**src/rtl/fifo_arb_pkg.sv**
```systemverilog
// Shared types and default sizing for the FIFO write-port arbiter.
// The top module derives its own widths from its parameters.
package fifo_arb_pkg;
    typedef enum logic {IDLE = 1'b0, GRANT = 1'b1} state_e;

    localparam int NUM_REQ_DEF   = 4;
    localparam int MAX_BURST_DEF = 4;
    localparam int OWNER_W       = $clog2(NUM_REQ_DEF);
    localparam int CNT_W         = $clog2(MAX_BURST_DEF + 1);
endpackage

```
**src/rtl/fifo_wr_arbiter_rr_pick.sv**
```systemverilog
// Combinational round-robin search: first set request at or above ptr, wrapping.
module rr_pick #(
    parameter int NUM_REQ = 4,
    parameter int OWN_W   = 2
) (
    input  logic [NUM_REQ-1:0] req,
    input  logic [OWN_W-1:0]   ptr,
    output logic               any_valid,
    output logic [OWN_W-1:0]   winner
);
    logic [NUM_REQ-1:0] rot;
    logic [OWN_W:0]     off;
    logic [OWN_W:0]     idx;

    always_comb begin
        // Doubling the vector turns the wrap-around search into a plain shift.
        rot       = NUM_REQ'({req, req} >> ptr);
        any_valid = |req;
        off       = '0;
        for (int i = NUM_REQ - 1; i >= 0; i--) begin
            if (rot[i]) off = (OWN_W + 1)'(i);
        end
        idx = {1'b0, ptr} + off;
        if (idx >= (OWN_W + 1)'(NUM_REQ)) idx = idx - (OWN_W + 1)'(NUM_REQ);
        winner = idx[OWN_W-1:0];
    end
endmodule

```
**src/rtl/fifo_wr_arbiter.sv**
```systemverilog
// Round-robin burst arbiter sharing one FIFO write port among NUM_REQ requesters.
// Writes are gated on fifo_full here because the FIFO memory does not gate them.
module fifo_wr_arbiter
    import fifo_arb_pkg::*;
#(
    parameter  int NUM_REQ    = NUM_REQ_DEF,
    parameter  int DATA_WIDTH = 8,
    parameter  int MAX_BURST  = MAX_BURST_DEF,
    localparam int OWN_W      = $clog2(NUM_REQ),
    localparam int BC_W       = $clog2(MAX_BURST + 1)
) (
    input  logic                          wclk,
    input  logic                          wrst,
    input  logic [NUM_REQ-1:0]            req_valid,
    input  logic [NUM_REQ*DATA_WIDTH-1:0] req_data,
    input  logic [NUM_REQ-1:0]            req_last,
    output logic [NUM_REQ-1:0]            req_ready,
    input  logic                          fifo_full,
    output logic                          fifo_w_en,
    output logic [DATA_WIDTH-1:0]         fifo_data_in,
    output logic [OWN_W-1:0]              owner,
    output logic                          busy,
    output logic [BC_W-1:0]               beat_cnt
);
    state_e           state_q;
    logic [OWN_W-1:0] owner_q;
    logic [OWN_W-1:0] rr_ptr_q;
    logic [OWN_W-1:0] rr_ptr_d;
    logic [BC_W-1:0]  beat_cnt_q;
    logic [OWN_W-1:0] winner;
    logic             any_valid;
    logic             granted;
    logic             xfer;
    logic             burst_end;

    rr_pick #(.NUM_REQ(NUM_REQ), .OWN_W(OWN_W)) u_pick (
        .req       (req_valid),
        .ptr       (rr_ptr_q),
        .any_valid (any_valid),
        .winner    (winner)
    );

    always_comb begin
        granted      = (state_q == GRANT);
        xfer         = granted & req_valid[owner_q] & ~fifo_full;
        burst_end    = req_last[owner_q] | (beat_cnt_q == BC_W'(MAX_BURST - 1));
        rr_ptr_d     = (owner_q == OWN_W'(NUM_REQ - 1)) ? '0 : owner_q + OWN_W'(1);
        req_ready    = (granted & ~fifo_full) ? (NUM_REQ'(1) << owner_q) : '0;
        fifo_w_en    = xfer;
        fifo_data_in = req_data[owner_q*DATA_WIDTH +: DATA_WIDTH];
    end

    always_ff @(posedge wclk or posedge wrst) begin
        if (wrst) begin
            state_q    <= IDLE;
            owner_q    <= '0;
            rr_ptr_q   <= '0;
            beat_cnt_q <= '0;
        end else begin
            case (state_q)
                IDLE: begin
                    if (any_valid) begin
                        owner_q    <= winner;
                        beat_cnt_q <= '0;
                        state_q    <= GRANT;
                    end
                end
                GRANT: begin
                    // A stalled or absent beat holds both grant and count.
                    if (xfer) begin
                        if (burst_end) begin
                            rr_ptr_q   <= rr_ptr_d;
                            beat_cnt_q <= '0;
                            state_q    <= IDLE;
                        end else begin
                            beat_cnt_q <= beat_cnt_q + BC_W'(1);
                        end
                    end
                end
                default: state_q <= IDLE;
            endcase
        end
    end

    assign busy     = granted;
    assign owner    = owner_q;
    assign beat_cnt = beat_cnt_q;
endmodule

```
**config.mk**
```make
export PLATFORM = sky130hd
export DESIGN_NAME = fifo_wr_arbiter
export DESIGN_NICKNAME = d
export VERILOG_FILES = /design/src/rtl/fifo_arb_pkg.sv /design/src/rtl/fifo_wr_arbiter_rr_pick.sv /design/src/rtl/fifo_wr_arbiter.sv
export SDC_FILE = /design/constraint.sdc
export NUM_CORES = 1
export LEC_CHECK = 0
export CAP_MARGIN = 20
export CORE_MARGIN = 2
export CORE_UTILIZATION = 31
export DETAILED_ROUTE_END_ITERATION = 16
export PLACE_DENSITY = 0.73
export SYNTH_ARGS = -nofsm -noshare
export SYNTH_HDL_FRONTEND = slang
export SYNTH_SLANG_ARGS = --single-unit
```
**constraint.sdc**
```tcl
create_clock -name wclk -period 1.9 [get_ports wclk]
set_clock_uncertainty 0.2 [all_clocks]
set_input_delay 0.19 -clock wclk [delete_from_list [all_inputs] [get_ports wclk]]
set_output_delay 0.19 -clock wclk [all_outputs]
set_load 0.01 [all_outputs]
```
==> summary.txt <==
Timing
  • Tmin final: 1.98 ns
  • Fin Hold WS: 0.356 ns
  • Final period util: 1.04
  • Max-slew violations: 0
  • Setup ws final: -0.0806 ns
  • Slew of the pin with the lowest slew margin: 0.313 ns
  • Setup Viol. Count Final: 8
  • Final hold vios: 0
  • Max-slew headroom: 0.791
  • RSZ-0062 raised after global routing: yes
  • Fmax: 505 MHz
  • Total negative slack: -0.360 ns

Logic synthesis
  • Synth Register Bits: 8
  • Mean post-synth cell area: 10.6 sq um
  • Synth Instances: 83
  • YS warnings: 0
  • Top cell type's share of synthesized area: 0.255
  • Post-synthesis sequential area ratio: 0.227
  • Syn Nets: 133
  • Area leader, netlist: mux4_2
  • Count of unique library cells instantiated by Yosys: 35
  • Post-Syn Area: 883 sq um
  • Ranking of synthesized cells by area: mux4_2, dfrtp_1, ha_1

Worst setup path
  • Most used cell, CP: buf_6
  • Crit-path slowest cell: mux4_2
  • Max FO, Critical Path: 4
  • CP Launch Type: register
  • Crit path arrival time: 1.59 ns
  • Crit path cell chain: buf_6 -> mux4_2 -> and2_4 -> buf_6
  • CP endpoint kind: output port
  • R2r setup slk: -0.08 ns
  • Setup CP Type: register to output port
  • Worst path required time: 1.51 ns
  • Worst path max stage delay: 0.48 ns

Power and ir drop
  • Leak pwr: 0.785 nW
  • Max VDD drop: 0.000985 V
  • Power per cell area: 1230 mW/mm^2

Floorplanning
  • Core area: 0.00273 sq mm
  • Die area: 0.00329 sq mm
  • Die W: 57.4 microns
  • Die H: 57.4 microns
  • Floorplan row count: 19
  • Initial Util: 0.323
  • IO Pins: 62

Detailed routing
  • Wl on met1: 1210 microns
  • Initial DRT Pass Iterations: 4
  • Highest routed metal layer: met4
  • Via count: 1023
  • DR DRC count: 0
  • Avg Vias per Cell: 5.17
  • ANT nets after route: 0
  • Met3 Wirelength: 261 microns
  • First DRT Iteration DRCs: 39
  • Met2 wire length: 1550 microns
  • Final WL: 3030 microns
  • Wire length per cell: 15.3 microns

GRT
  • Overflow after GRT: 0
  • Total Routing Usage GR: 0.189
  • Vias in the first global route: 1008
  • Largest net degree at the start of global routing: 14
  • Initial antenna violation count: 0
  • First-pass GRT wire length: 4760 microns

Placed design
  • Placed instance count: 187
  • Post-DP HPWL: 2360 microns
  • Port Buffer Count: 61
  • RD Place Congestion: 0.798

CTS
  • Root Buffer: clkbuf_4
  • TritonCTS clock tree: built
  • Clock Sinks: 8
  • Htree depth: 1
  • Max Buffers Root-to-Sink: 2
  • CTS Buf Count: 3
  • Clock Pin Slew Worst Setup and Hold Paths: 0.06 ns
  • Clk Latency, worst-skew pair: 0.26 ns

Run status
  • Run status: finished, violations left
  • Violated checks: setup timing

Finish
  • Commonest non-fill, non-tap cell in the layout: clkdlybuf4s50_1
  • Layout cells sized above 1: 0.377
  • Fin nets: 218
  • Most frequent cells in the layout: clkdlybuf4s50_1, buf_6, buf_4
  • Non-Filler Instances: 198
  • P&R area growth vs syn: 103%
  • Diode count: 0
  • Fill cell count: 232
  • Final core utilization: 0.657

Hold path
  • Min-delay worst type: register to register

Flow run
  • Max-cap violations: 0
[metrics by stage]
stage,power (W),worst slack [ns],cell area [sq um]
after detailed placement,0.00183,-0.508,1660
after CTS,0.00216,-0.128,1770
after floorplan,0.00110,-0.0447,897
final,0.00220,-0.0806,1800
after global routing,0.00237,-0.158,1800
after global placement,0.00180,-0.411,1660
[worst max-delay path: cells and delay by family (launching register included)]
| family | cells | cell delay (ns) |
|---|---|---|
| buffers and inverters | 2 | 0.23 |
| muxes | 1 | 0.48 |
| DFF | 1 | 0.41 |
| and+or+nand+nor | 1 | 0.20 |
[sequential cells by signal, summed over array words and instances (netlist names)]
signal    cells
beat_cnt      3
owner         2
rr_ptr_q      2
busy          1
[synthesized netlist by cell type (all sizes together)]
cell type,count
mux4,10
dfrtp,8
ha,7
inv,7
and2,5
nand2,5
o21ai,5
mux2,4
nor2,4
nor3,3
a21o,2
buf,2
mux2i,2
nand2b,2
nor2b,2
a211o,1
a211oi,1
a21oi,1
a32oi,1
and3b,1
and4,1
clkbuf,1
nand3b,1
nor3b,1
nor4,1
o221ai,1
o22ai,1
o311ai,1
or2,1
xor2,1
[logic make-up (layout without fill, tap and decap cells)]
family,count (synthesis),after routing,share of synthesized area
compound gates,14,14,0.110
mux,16,16,0.329
flops,8,8,0.227
buf+inv,10,94,0.0439
xor+xnor,1,1,0.00992
fa+ha+maj,7,7,0.0991
simple gates,27,27,0.181
[area by class of cell]
class,instances,area (sq um),area share
inverter,7,26.3,0.0146
multi-input combinational,65,704,0.392
timing repair buffer,83,797,0.444
sequential,8,204,0.114
tap,31,38.8,0.0216
clock buffer,4,26.3,0.0146
[metal layers]
metal | global-route usage | up-vias
met5 | 0 | -
met4 | 0.0199 | 0
met3 | 0.0590 | 2
met2 | 0.334 | 54
met1 | 0.232 | 483
li1 | - | 484
[repair_timing]
item | in CTS | in global routing
pin swaps | 5 | 2
gates resized for setup | 58 | 20
gates cloned | 1 | 0
setup buffers | 6 | 1
hold buffers | 1 | 0
hold endpoints to repair | 8 | 0
endpoints found under the setup margin | 18 | 18
[report_power, final]
part	switching, W	internal (W)
combinational	0.000674	0.00104
clock	0.0000649	0.0000808
sequential	0.0000966	0.000251
[path summary, 6_finish.rpt]
kind	cells past startpoint	start	endpoint
worst max register to register	4	owner[0]	rr_ptr_q[1]
worst min register to register	2	beat_cnt[1]	beat_cnt[1]
worst min-delay path	2	beat_cnt[1]	beat_cnt[1]
min in group asynchronous	3	wrst	beat_cnt[2]
max in group asynchronous	3	wrst	rr_ptr_q[1]
worst max-delay path	4	owner[0]	fifo_w_en
(Power assumes the default switching activity.)
